## src/rtl/poop_deploy_scheduler.sv

```systemverilog
// rtl/poop_deploy_scheduler.sv - one-hot poop deploy sequencer with ack timeout and frame cooldown
// Serves one queued drop request at a time into the lowest free slot, then holds off for a cooldown.
module poop_deploy_scheduler #(
  parameter int NUM_OF_POOPS    = 8,
  parameter int COOLDOWN_FRAMES = 15,
  parameter int ACK_TIMEOUT     = 4
) (
  input  logic                                      clk,
  input  logic                                      resetN,
  input  logic                                      startOfFrame,
  input  logic                                      enable,
  input  logic                                      drop_request,
  input  logic signed [1:0][10:0]                   birdCoordinates,
  input  logic        [NUM_OF_POOPS-1:0]            slot_active,
  output logic        [NUM_OF_POOPS-1:0]            deploy_poop,
  output logic signed [NUM_OF_POOPS-1:0][1:0][10:0] initial_coordinates,
  output logic                                      cooldown_busy,
  output logic                                      deploy_fault,
  output logic        [7:0]                         drops_count
);
  localparam int SEL_W = (NUM_OF_POOPS > 1) ? $clog2(NUM_OF_POOPS) : 1;
  localparam int CD_W  = (COOLDOWN_FRAMES > 0) ? $clog2(COOLDOWN_FRAMES + 1) : 1;
  localparam int TMR_W = (ACK_TIMEOUT > 1) ? $clog2(ACK_TIMEOUT) : 1;

  localparam logic [1:0] S_IDLE     = 2'd0;
  localparam logic [1:0] S_DEPLOY   = 2'd1;
  localparam logic [1:0] S_WAIT_ACK = 2'd2;
  localparam logic [1:0] S_COOLDOWN = 2'd3;

  logic [1:0]              state, state_nx;
  logic                    req_d, pending;
  logic [SEL_W-1:0]        sel, pick;
  logic [NUM_OF_POOPS-1:0] reserved, free;
  logic [CD_W-1:0]         cd_cnt;
  logic [TMR_W-1:0]        timer;
  logic                    rise, launch, ack_done, ack_expired, cd_done;

  assign rise        = drop_request & ~req_d;
  assign reserved    = (state == S_DEPLOY || state == S_WAIT_ACK) ? (NUM_OF_POOPS'(1) << sel) : '0;
  assign free        = ~slot_active & ~reserved;
  assign launch      = (state == S_IDLE) && pending && (|free);
  assign ack_done    = slot_active[sel];
  assign ack_expired = (timer == TMR_W'(ACK_TIMEOUT - 1));
  // The frame that brings the counter from 1 to 0 is the one that releases the cooldown.
  assign cd_done     = (COOLDOWN_FRAMES == 0) || (startOfFrame && cd_cnt <= CD_W'(1));

  always_comb begin
    pick = '0;
    for (int i = NUM_OF_POOPS - 1; i >= 0; i--) begin
      if (free[i]) pick = SEL_W'(i);
    end
  end

  always_comb begin
    state_nx = state;
    if (!enable) begin
      state_nx = S_IDLE;
    end else begin
      case (state)
        S_IDLE:     if (launch) state_nx = S_DEPLOY;
        S_DEPLOY:   state_nx = S_WAIT_ACK;
        S_WAIT_ACK: if (ack_done || ack_expired) state_nx = S_COOLDOWN;
        default:    if (cd_done) state_nx = S_IDLE;
      endcase
    end
  end

  always_ff @(posedge clk or negedge resetN) begin
    if (!resetN) begin
      state               <= S_IDLE;
      req_d               <= 1'b0;
      pending             <= 1'b0;
      sel                 <= '0;
      cd_cnt              <= '0;
      timer               <= '0;
      deploy_poop         <= '0;
      initial_coordinates <= '0;
      cooldown_busy       <= 1'b0;
      deploy_fault        <= 1'b0;
      drops_count         <= '0;
    end else begin
      state         <= state_nx;
      req_d         <= drop_request;
      cooldown_busy <= (state_nx == S_COOLDOWN);
      if (!enable) begin
        pending     <= 1'b0;
        cd_cnt      <= '0;
        timer       <= '0;
        deploy_poop <= '0;
      end else begin
        // An edge arriving as the queued request is consumed becomes the next queued request.
        if (launch) pending <= rise;
        else if (rise) pending <= 1'b1;
        case (state)
          S_IDLE: begin
            if (launch) begin
              sel                       <= pick;
              initial_coordinates[pick] <= birdCoordinates;
              deploy_poop               <= NUM_OF_POOPS'(1) << pick;
              if (drops_count != 8'hFF) drops_count <= drops_count + 8'd1;
            end
          end
          S_DEPLOY: begin
            deploy_poop <= '0;
            timer       <= '0;
          end
          S_WAIT_ACK: begin
            timer <= timer + TMR_W'(1);
            if (!ack_done && ack_expired) deploy_fault <= 1'b1;
            if (ack_done || ack_expired) cd_cnt <= CD_W'(COOLDOWN_FRAMES);
          end
          default: begin
            if (startOfFrame && cd_cnt != '0) cd_cnt <= cd_cnt - CD_W'(1);
          end
        endcase
      end
    end
  end
endmodule

```

## config.mk

```make
export PLATFORM = sky130hd
export DESIGN_NAME = poop_deploy_scheduler
export DESIGN_NICKNAME = d
export VERILOG_FILES = /design/src/rtl/poop_deploy_scheduler.sv
export SDC_FILE = /design/constraint.sdc
export NUM_CORES = 1
export LEC_CHECK = 0
export ABC_AREA = 1
export CAP_MARGIN = 0
export CELL_PAD_IN_SITES_DETAIL_PLACEMENT = 1
export CELL_PAD_IN_SITES_GLOBAL_PLACEMENT = 1
export CORE_UTILIZATION = 29
export CTS_BUF_LIST = sky130_fd_sc_hd__clkbuf_16
export DETAILED_ROUTE_END_ITERATION = 10
export PLACE_DENSITY = 0.68
export RECOVER_POWER = 50
export SYNTH_ARGS = -nofsm -noshare
export SYNTH_HDL_FRONTEND = slang
export SYNTH_SLANG_ARGS = --single-unit
```

## constraint.sdc

```tcl
create_clock -name clk -period 4.6 [get_ports clk]
set_input_delay 0.92 -clock clk [delete_from_list [all_inputs] [get_ports clk]]
set_output_delay 0.92 -clock clk [all_outputs]
set_load 0.02 [all_outputs]
```

# == After elaboration in Yosys (flattened, before gate mapping) ==
# Index checks and enable logic that the tools add are counted.
# word_totals
in_bits,35
latch_bits,0
reg_bits,207
ramBits,0
n_memories,0
wordCells,101
rom_bits,0
# classes
n_shift,2
n_mux,31
n_reduce_logical,18
n_lt_le_gt_ge,4
n_bitwise,5
multipliers,0
div,0
add_sub_neg,3
n_eq_ne,12
# op_table
cell,count
$bwmux W176,1
$demux W22 S3,1
$mux W3,8
$mux W8,3
$mux W22,1
$not A8 Y8,2
$pmux W8 S2,1
$shl A1 B3 Y8 const A,2
$mux W4,3
$ne A3 B1 Y1 const B,4
$mux W2,5
$reduce_and A3 Y1,3
$add A8 B1 Y8 const B,1
$and A8 B8 Y8,1
$lt A3 B4 Y1 const B,2
$ne A8 B8 Y1 const B,1
$pmux W4 S2,1
$reduce_or A8 Y1,1
$eq A2 B2 Y1 const B,3
$logic_and A1 B1 Y1,6
$pmux W2 S3,1
$le A4 B1 Y1 const B,1
$mux W1,4
$pmux W2 S2,1
other kinds (17),18

# == Longest topological paths before layout ==
# Gate-level depths: netlist of run 1.
# logic_depth
depth_word,18
mapped_depth,18
ltp_nobuf,17

# == Worst setup path after synthesis of run 1 ==
# No wires, ideal clock.
# synth_path
path_type,reg-to-reg
from,register state[0]
to,register initial_coordinates[154] (netlist bit)
n_path_buf,3
t_arrival_ns,2.125
setup_ns,0.118
period_less_slack_ns,2.243
required_ns,4.482
setup_slack_ns,2.357
stages_incl_launch_ff,17
path_cell_list,dfrtp_1 > inv_1 > ha_1 > inv_1 > nor2_1 > nand2_1 > nand2_2 > nand2_2 > nor2_4 > nand2_2 > nand3_2 > buf_6 > inv_2 > buf_6 > buf_6 > nand4_1 > nand2_1
# synth_between
elab_chain_len,18
elab_cells_between_ends,25
cone_classes,order compare (2); eq/ne (2); mux (12); bitwise (2); reduce/logical (7)
# synth_rtl
element,line_no,source
from (decl),30,"logic [1:0] state, state_nx;"
from (signal assigned),82,state <= state_nx;
$eq A2 B1 Y1 / $eq A2 B2 Y1 (equally long branches),39,assign reserved = (state == S_DEPLOY || state == S_WAIT_ACK) ? (NUM_OF_POOPS'(1) << sel) : '0;
$logic_or A1 B1 Y1,39,
$mux W8,39,
$not A8 Y8,40,assign free = ~slot_active & ~reserved;
$and A8 B8 Y8,40,
$mux W3 (8 in series),50,if (free[i]) pick = SEL_W'(i);
$lt A3 B4 Y1 (implied by the code) / $ge A3 B1 Y1 (equally long branches),98,initial_coordinates[pick] <= birdCoordinates;
$logic_and A1 B1 Y1 (implied by the code),98,
$mux W22 (implied by the code),98,
$demux W22 S3,98,
$bwmux W176,98,
"to (signal, indexed assignment)",98,
to (decl),16,"output logic signed [NUM_OF_POOPS-1:0][1:0][10:0] initial_coordinates,"
# Several ways; a longest one is shown, not always the timed one.
# A chain may end at the register's enable or synchronous reset.

# == Final worst setup path of run 1 ==
# layout_path
from,register state[0]
to,register deploy_poop[3]
# layout_between
elab_chain_len,17
elab_cells_between_ends,25
cone_classes,eq/ne (4); shift (1); mux (12); bitwise (2); reduce/logical (6)
# layout_rtl
element,line_no,source
$eq A2 B1 Y1 / $eq A2 B2 Y1 (equally long branches),"39, 94",
$logic_or A1 B1 Y1,39,
$mux W8,39,
$not A8 Y8,40,
$and A8 B8 Y8,40,
$mux W3 (8 in series),50,
$shl A1 B3 Y8,99,deploy_poop <= NUM_OF_POOPS'(1) << pick;
$mux W8,96,if (launch) begin
$pmux W8 S2,94,case (state)
$mux W8,85,if (!enable) begin
to (signal assigned),99,
to (decl),15,"output logic [NUM_OF_POOPS-1:0] deploy_poop,"
# Several ways; a longest one is shown, not always the timed one. The select of a mux whose other input is x is not followed.

==> results of run 1 <==
-- stage by stage --
step	power, mW	setup WS (ns)
global placement	4.92	0.766
floorplan	3.75	2.36
finish	6.81	1.01
global route	7.21	0.417
CTS	6.97	0.972
detailed placement	4.97	0.668
-- cell usage in the layout, fill, tap and decap left out, drive strengths merged --
| cell type | n |
|---|---|
| xor2 | 2 |
| o31ai | 2 |
| o21bai | 2 |
| nor3 | 2 |
| nand4 | 72 |
| or2 | 1 |
| clkbuf | 30 |
| a31o | 1 |
| dlygate4sd3 | 89 |
| o22ai | 1 |
| nand2 | 392 |
| inv | 109 |
| buf | 7 |
| clkdlybuf4s50 | 138 |
| xnor2 | 4 |
| a21oi | 5 |
| dfrtp | 207 |
| o311ai | 1 |
| nor2 | 23 |
| bufinv | 4 |
| o21ai | 66 |
| ha | 8 |
| nand3 | 87 |
| nor3b | 1 |
| clkinv | 10 |
-- registers in the layout (all words and copies together), names as in the netlist, 2 cells and up --
name,flops
drops_count,8
state,2
initial_coordinates,176
sel,3
deploy_poop,8
timer,2
cd_cnt,4
-- area by class of cell --
type | instances | area [um2] | area share [%]
tap | 396 | 495 | 4.01
clock inverter | 17 | 178 | 1.44
sequential | 207 | 5180 | 42.0
inverter | 106 | 398 | 3.22
multi-input combinational | 670 | 3120 | 25.3
timing repair buffer | 239 | 2350 | 19.0
clock buffer | 25 | 626 | 5.07
-- power groups by stage --
stage,Combinational [mW],Clock [mW],Sequential [mW]
2_1_floorplan,0.774,0,2.98
3_3_place_gp,2.35,0,2.57
3_5_place_dp,2.39,0,2.58
4_1_cts,2.39,2.02,2.56
5_1_grt,2.52,2.10,2.60
6_report,2.30,1.97,2.55
-- per-layer routing --
metal / share of wire [%] / global-route usage, % / vias up
li1: - / - / 3750
met1: 46 / 27.4 / 4000
met2: 45 / 31.7 / 188
met4: 2.1 / 4.95 / 0
met3: 6.1 / 4.16 / 40
met5: 0 / 0 / -
-- cell families (layout without fill, tap and decap cells) --
logic type | Yosys count | after routing | share of synthesized area (%)
adders and majority gates | 8 | 8 | 1.11
xor gates and xnor gates | 6 | 6 | 0.585
AOI/OAI and AO/OA | 78 | 78 | 4.55
and+or+nand+nor | 578 | 578 | 28.4
buffers and inverters | 163 | 387 | 7.77
DFF | 207 | 207 | 57.6
-- final timing paths --
| check | slack, ns | endpoint | from |
|---|---|---|---|
| setup reg to reg | 1.01 | deploy_poop[3]$_DFFE_PN0P_ | state[0]$_DFF_PN0_ |
| min in group asynchronous | 1.36 | drops_count[4]$_DFFE_PN0P_ | resetN |
| hold / removal | 0.46 | initial_coordinates[147]$_DFFE_PN0P_ | initial_coordinates[147]$_DFFE_PN0P_ |
| setup / recovery | 1.01 | deploy_poop[3]$_DFFE_PN0P_ | state[0]$_DFF_PN0_ |
| max in group asynchronous | 1.04 | initial_coordinates[103]$_DFFE_PN0P_ | resetN |
| hold reg to reg | 0.46 | initial_coordinates[147]$_DFFE_PN0P_ | initial_coordinates[147]$_DFFE_PN0P_ |
-- worst max-delay path, delay by kind of cell, from the launching register on --
kind,cells,cell delay (ns)
simple gates,9,2.17
flops,1,0.40
compound gates,1,0.37
fa+ha+maj,1,0.30
buf+inv,2,0.24
==> reports/qor.yml, run 1 <==
grt_pass1_wl_um: 48500
die_w_um: 178
yosys-top-cells-area: "dfrtp_1 58%, nand2_1 16%, nand4_1 4.9%"
violations: "max-capacitance violations, max-slew violations"
worstPathCellList: "inv_1, ha_1, nand2_1, inv_1, nand2_1, nand2_1, nand2_1, nor2_1, nand2_2, nand3_2, nor2_4, nand2_1, o21ai_0"
cts_tree: "yes"
initial_core_util_pct: 29.5
drc: 0
cts_root_buf: "clkbuf_16"
crit_fanout: 24
rsz0062_at_grt: "false"
crit_type: "flip-flop to flip-flop"
drt-initial-drc-count: 505
syn_to_final_growth_pct: 37.3
cpPeakStageDelay_ns: 0.68
final_nets: 1292
ctsResizeCount: 0
antenna_found_initial: 0
pin_count: 229
required_ns: 5.01
routedWlPerCell_um: 18.8
cts_setup_buffers: 0
reg2reg_depth: 13
final_hold_viol_count: 0
grt_max_degree: 117
drive_gt1_share_pct: 5.85
cp_common_cell: "nand2_1"
sw_frac_of_total_pct: 36.2
hp-class: "flip-flop to flip-flop"
holdWs_ns: 0.462
gp_congestion: 0.818
worst_pin_slew_ns: 3.01
portBuffers: 228
combPwrFrac_pct: 33.7
cp-end-kind: "flip-flop"
ys_seq_elements: 207
period_minus_slack_ns: 3.59
placed_area_um2: 11600
synth_common_cells: "385 x nand2_1, 207 x dfrtp_1, 100 x inv_1, 85 x nand3_1, 70 x nand4_1"
grt_pass1_vias: 8151
gr-usage-all-layers_pct: 19.9
vias: 7978
finalNonFillerCells: 1660
ys_warn_count: 0
synth_area_um2: 8990
ys_seq_area_share_pct: 57.6
synth.most_common_cell: "nand2_1"
maxCapViolCount: 1
overflow: 0
min_path_cells: 2
p_leak_nw: 6.33
setup_viol: 0
cts_buffer_depth: 3
clkTransAtPathRegs_ns: 0.06
postSynthAreaPerCell_um2: 8.64
clkPwrFrac_pct: 28.9
drt_wl_total_um: 31200
synthFlopType: "dfrtp_1"
die_y_um: 178
period_share_pct: 78.0
fmax_mhz: 279
htreeDepth: 1
num_rows: 64
yosysUniqueCellTypes: 31
yosysTopAreaCell: "dfrtp_1"
detail-route-antenna-nets: 0
holdBufCountCts: 0
final.setup.tns_ns: 0
fill_cells: 3528
dieArea_um2: 31700
power_frac_seq_pct: 37.4
dp_hpwl_um: 21800
switchingPower_mw: 2.46
p_per_area_nw_per_um2: 551
numCtsBuffers: 25
synth-async-reset-ratio_pct: 100
final_util_pct: 40.5
status: "finished, violations left"
via_per_inst: 4.81
syn-instance-count: 1040
slew_violations: 117
cp.arrival_ns: 4.00
maxSlewHeadroom_pct: -101
drtPass1Iterations: 5
critical_path.startpoint_type: "flip-flop"
diodes: 0
power.internal_mw: 4.34
slowest_stage: "nand2_1"
insertion_delay_ns: 0.51
place_inst: 1618
core_area_um2: 30500
finalClockSkew_ns: 0.00599
cts_sinks: 207
synth_nets: 1083
fin_area_um2: 12300
netlist.area_leader.share_pct: 57.6
vdd_ir_drop_max_uv: 250
synth-edff-count: 0
(Power assumes the default switching activity.)
==> inputs of run 2 (changes only) <==
==> constraint.sdc (replaced) <==
create_clock -name clk -period 3.8 [get_ports clk]
set_input_delay 0.76 -clock clk [delete_from_list [all_inputs] [get_ports clk]]
set_output_delay 0.76 -clock clk [all_outputs]
set_load 0.02 [all_outputs]
==> reports/qor.yml, run 2 (same netlist as run 1, synthesis figures left out) <==
status: "finished, violations left"
violations: "max-capacitance violations, max-slew violations"
critical_path.startpoint_type: "flip-flop"
initial_core_util_pct: 29.5  # unchanged
power_frac_seq_pct: 38.7  # +1.3 points
rsz0062_at_grt: "false"
slew_violations: 88  # -25%
htreeDepth: 1  # unchanged
period_minus_slack_ns: 3.11  # -0.473 ns
final_common_cell: "nand2_1"
final_cell_mix: "385 x nand2_1, 207 x dfrtp_1, 138 x clkdlybuf4s50_1"
maxCapViolCount: 1  # unchanged
power.internal_mw: 5.06  # +16%
num_rows: 64  # unchanged
period_share_pct: 82.0  # +4.0 points
numCtsBuffers: 24  # -4.0%
top_register: "initial_coordinates"
largestRegisters: "initial_coordinates: 176 flops, deploy_poop: 8 flops, drops_count: 8 flops"
cp.arrival_ns: 3.54  # -0.46 ns
cts_root_buf: "clkbuf_16"
finalClockSkew_ns: 0.0132  # +0.00722 ns
final_nets: 1298  # +0.46%
vias: 7902  # -0.95%
gp_congestion: 0.790  # -3.4%
drtPass1Iterations: 4  # -1
grt_pass1_vias: 8179  # +0.34%
final.setup.tns_ns: 0  # unchanged
overflow: 0  # unchanged
insertion_delay_ns: 0.51  # about the same
routedWlPerCell_um: 18.4  # -2.0%
antenna_found_initial: 0  # unchanged
drc: 0  # unchanged
p_leak_nw: 6.33  # about the same
core_area_um2: 30500  # unchanged
drive_gt1_share_pct: 6.06  # +0.20 points
cts_tree: "yes"
die_w_um: 178  # unchanged
syn_to_final_growth_pct: 37.3  # about the same
holdBufCountCts: 0  # unchanged
drt-initial-drc-count: 424  # -16%
fill_cells: 3543  # +0.43%
p_per_area_nw_per_um2: 648  # +18%
gr-usage-all-layers_pct: 19.6  # -0.29 points
final_util_pct: 40.5  # about the same
fmax_mhz: 321  # +15%
seqCellArea_um2: 5180  # unchanged
cts_setup_buffers: 0  # unchanged
worst_pin_slew_ns: 2.41  # -0.603 ns
required_ns: 4.23  # -0.78 ns
cts_sinks: 207  # unchanged
multiInputGateArea_um2: 3120  # unchanged
setup_viol: 0  # unchanged
vdd_ir_drop_max_uv: 308  # +23%
clkTransAtPathRegs_ns: 0.06  # about the same
crit_fanout: 45  # +88%
combPwrFrac_pct: 34.6  # +0.9 points
switchingPower_mw: 2.94  # +19%
cts_buffer_depth: 3  # unchanged
sw_frac_of_total_pct: 36.7  # +0.56 points
cp-end-kind: "flip-flop"
diodes: 0  # unchanged
dp_hpwl_um: 21600  # -0.91%
clkPwrFrac_pct: 26.7  # -2.2 points
maxSlewHeadroom_pct: -60.5  # +40 points
dieArea_um2: 31700  # unchanged
drt_wl_total_um: 30700  # -1.6%
portBuffers: 228  # unchanged
final_hold_viol_count: 0  # unchanged
largest_reg_flops: 176  # unchanged
grt_max_degree: 89  # -24%
ctsResizeCount: 0  # unchanged
grt_pass1_wl_um: 47900  # -1.1%
die_y_um: 178  # unchanged
via_per_inst: 4.74  # -1.4%
pin_count: 229  # unchanged
hp-class: "flip-flop to flip-flop"
crit_type: "flip-flop to flip-flop"
detail-route-antenna-nets: 0  # unchanged
==> run 2: layout make-up <==
type	instances	area share [%]
clock buffers	25	5.07
clock inverters	17	0.770
inverters	106	3.22
multi-input cells	670	25.3
flip-flops and latches	207	42.0
well taps	396	4.01
repair buffers	246	19.7
==> run 2: path summary, 6_finish.rpt <==
path / start / to / slack (ns) / cells past startpoint
setup / recovery: state[0]$_DFF_PN0_ / initial_coordinates[64]$_DFFE_PN0P_ / 0.69 / 16
hold / removal: initial_coordinates[39]$_DFFE_PN0P_ / initial_coordinates[39]$_DFFE_PN0P_ / 0.47 / 2
setup reg to reg: state[0]$_DFF_PN0_ / initial_coordinates[64]$_DFFE_PN0P_ / 0.69 / 16
hold reg to reg: initial_coordinates[39]$_DFFE_PN0P_ / initial_coordinates[39]$_DFFE_PN0P_ / 0.47 / 2
max in group asynchronous: resetN / initial_coordinates[94]$_DFFE_PN0P_ / 1.01 / 2
min in group asynchronous: resetN / drops_count[4]$_DFFE_PN0P_ / 0.95 / 1
==> run 2: stage by stage <==
step | hold slack, ns | instances | power [mW] | cell area, um2 | setup slack (ns)
floorplan | 0.450 | 1040 | 4.54 | 8990 | 1.56
global placement | 0.454 | 1625 | 5.96 | 11600 | 0.702
detailed placement | 0.458 | 1625 | 6.02 | 11600 | 0.612
CTS | 0.293 | 1667 | 8.21 | 12400 | 0.749
global route | 0.484 | 1667 | 8.47 | 12300 | 0.298
finish | 0.467 | 1667 | 8.00 | 12300 | 0.686
==> run 2: power groups by stage <==
stage / Clock (mW) / Combinational (mW) / Sequential [mW]
6_report: 2.14 / 2.77 / 3.10
3_5_place_dp: 0 / 2.89 / 3.13
3_3_place_gp: 0 / 2.83 / 3.13
4_1_cts: 2.20 / 2.89 / 3.11
5_1_grt: 2.29 / 3.03 / 3.15
2_1_floorplan: 0 / 0.936 / 3.61
==> run 2: worst max-delay path, cell delays in order, from the launching register on <==
cell and delay (ns):
dfrtp_1 0.38, inv_1 0.11, ha_1 0.34, inv_1 0.05
nor2_1 0.22, nand2_1 0.11, nand2_2 0.15, nand2_2 0.07
nor2_1 0.23, nand2_2 0.13, nand3_2 0.27, nor2_4 0.07
buf_4 0.23, nand2_2 0.08, buf_4 0.39, nand2_1 0.10
o21ai_1 0.09
==> run 2: per-layer routing <==
metal	wire length, um	vias to the layer above	GRT usage [%]
met1	14300	3931	27.5
met4	473	0	4.20
li1	-	3761	-
met3	1710	29	3.75
met5	0	-	0
met2	14200	181	31.3
==> inputs of run 3 (changes only) <==
==> constraint.sdc (replaced) <==
create_clock -name clk -period 3.16 [get_ports clk]
set_input_delay 0.632 -clock clk [delete_from_list [all_inputs] [get_ports clk]]
set_output_delay 0.632 -clock clk [all_outputs]
set_load 0.02 [all_outputs]
==> reports/qor.yml, run 3 (same netlist as run 1, synthesis figures left out) <==
status: "finished, violations left"
violations: "max-capacitance violations, max-slew violations"
seqCellArea_um2: 5180  # unchanged
final_common_cell: "nand2_1"
detail-route-antenna-nets: 0  # unchanged
fin_area_um2: 12600  # +2.3%
period_minus_slack_ns: 2.82  # -0.291 ns
slew_violations: 49  # -44%
numCtsBuffers: 24  # unchanged
cp_common_cell: "nand2_2"
rsz0062_at_grt: "false"
finalNonFillerCells: 1675  # +0.48%
slowest_stage: "dfrtp_1"
crit_type: "flip-flop to flip-flop"
drt-initial-drc-count: 419  # -1.2%
crit_fanout: 45  # unchanged
sw_frac_of_total_pct: 35.5  # -1.3 points
top_register: "initial_coordinates"
drtPass1Iterations: 4  # unchanged
cpLargestDelayFamily: "simple AND/OR/NAND/NOR gates"
cpPeakStageDelay_ns: 0.37  # -0.02 ns
p_per_area_nw_per_um2: 800  # +24%
drt_wl_total_um: 30900  # +0.70%
fill_cells: 3555  # +0.34%
die_y_um: 178  # unchanged
diodes: 0  # unchanged
dp_hpwl_um: 21900  # +1.5%
combPwrFrac_pct: 33.3  # -1.3 points
clkTransAtPathRegs_ns: 0.06  # about the same
largestRegisters: "initial_coordinates: 176 flops, deploy_poop: 8 flops, drops_count: 8 flops"
cts_tree: "yes"
die_w_um: 178  # unchanged
hp-class: "flip-flop to flip-flop"
cts_root_buf: "clkbuf_16"
required_ns: 3.59  # -0.64 ns
antenna_found_initial: 0  # unchanged
power.internal_mw: 6.52  # +29%
syn_to_final_growth_pct: 40.5
gp_congestion: 0.817  # +3.3%
power_frac_seq_pct: 36.4  # -2.3 points
gr-usage-all-layers_pct: 19.5  # -0.072 points
cts_sinks: 207  # unchanged
grt_pass1_wl_um: 47600  # -0.61%
critical_path.startpoint_type: "flip-flop"
insertion_delay_ns: 0.52  # about the same
ctsResizeCount: 0  # unchanged
pin_count: 229  # unchanged
drc: 0  # unchanged
num_rows: 64  # unchanged
place_inst: 1631  # +0.37%
initial_core_util_pct: 29.5  # unchanged
maxSlewHeadroom_pct: -68.1  # -7.6 points
final_hold_viol_count: 0  # unchanged
final.setup.tns_ns: 0  # unchanged
switchingPower_mw: 3.59  # +22%
cts_setup_buffers: 0  # unchanged
core_area_um2: 30500  # unchanged
final_cell_mix: "385 x nand2_1, 207 x dfrtp_1, 138 x clkdlybuf4s50_1"
fmax_mhz: 354  # +10%
drive_gt1_share_pct: 6.96  # +0.90 points
largest_reg_flops: 176  # unchanged
grt_pass1_vias: 8055  # -1.5%
p_leak_nw: 6.49  # +2.7%
overflow: 0  # unchanged
cp-end-kind: "flip-flop"
final_nets: 1304  # +0.46%
setup_viol: 0  # unchanged
cp.arrival_ns: 3.26  # -0.28 ns
worstPathCellList: "inv_1, ha_1, inv_1, nor2_1, nand2_1, nand2_2, nand2_2, nor2_4, nand2_2, nand3_2, nor2_2, nand2_2, buf_6, nand2_1, o21ai_1"
maxCapViolCount: 1  # unchanged
grt_max_degree: 71  # -20%
finalClockSkew_ns: 0.00520  # -0.00801 ns
portBuffers: 228  # unchanged
htreeDepth: 1  # unchanged
dieArea_um2: 31700  # unchanged
worst_pin_slew_ns: 2.52  # +0.114 ns
critPathBufInv: 3  # -1
clkPwrFrac_pct: 30.2  # +3.5 points
holdBufCountCts: 0  # unchanged
vdd_ir_drop_max_uv: 360  # +17%
cts_buffer_depth: 3  # unchanged
placed_area_um2: 11700  # +0.71%
period_share_pct: 89.4  # +7.4 points
vias: 7941  # +0.49%
via_per_inst: 4.74  # about the same
multiInputGateArea_um2: 3150  # +1.0%
routedWlPerCell_um: 18.4  # +0.22%
run 3: stage by stage:
step | util [%] | hold slack [ns] | total power, mW | setup WS [ns]
after floorplan | - | 0.336 | 5.46 | 0.917
after global placement | 38.5 | 0.454 | 7.18 | 0.125
after detailed placement | 38.5 | 0.459 | 7.25 | 0.0495
after CTS | 41.3 | 0.0246 | 10.4 | 0.110
after global routing | 41.4 | 0.492 | 10.7 | 0.0441
final | 41.4 | 0.463 | 10.1 | 0.337
run 3: final cells by class:
cell class | count | share of cell area [%]
Clock buffer | 25 | 4.95
Clock inverter | 19 | 1.90
Inverter | 106 | 3.15
Multi-Input combinational cell | 670 | 25.0
Sequential cell | 207 | 41.0
Tap cell | 396 | 3.92
Timing Repair Buffer | 252 | 20.1
run 3: metal layers:
metal / part of all wire [%] / vias to the layer above / wire (um) / GRT usage (%)
met3: 6.2 / 36 / 1900 / 4.43
met2: 46 / 184 / 14100 / 30.9
li1: - / 3784 / - / -
met5: 0 / - / 0 / 0
met1: 46 / 3937 / 14300 / 27.0
met4: 1.6 / 0 / 509 / 4.52
run 3: final timing paths:
path | cells past startpoint | slack (ns) | from | endpoint
setup / recovery | 15 | 0.34 | state[0]$_DFF_PN0_ | initial_coordinates[16]$_DFFE_PN0P_
setup reg to reg | 15 | 0.34 | state[0]$_DFF_PN0_ | initial_coordinates[16]$_DFFE_PN0P_
hold reg to reg | 1 | 0.46 | deploy_fault$_DFFE_PN0P_ | deploy_fault$_DFFE_PN0P_
hold / removal | 1 | 0.46 | deploy_fault$_DFFE_PN0P_ | deploy_fault$_DFFE_PN0P_
max in group asynchronous | 1 | 0.69 | resetN | initial_coordinates[145]$_DFFE_PN0P_
min in group asynchronous | 1 | 1.00 | resetN | drops_count[4]$_DFFE_PN0P_
run 3: power groups by stage:
stage	Combinational [mW]	Sequential [mW]	Clock (mW)
2_1_floorplan	1.13	4.34	0
3_3_place_gp	3.45	3.73	0
3_5_place_dp	3.50	3.75	0
4_1_cts	3.52	3.71	3.14
5_1_grt	3.68	3.75	3.25
6_report	3.37	3.68	3.05
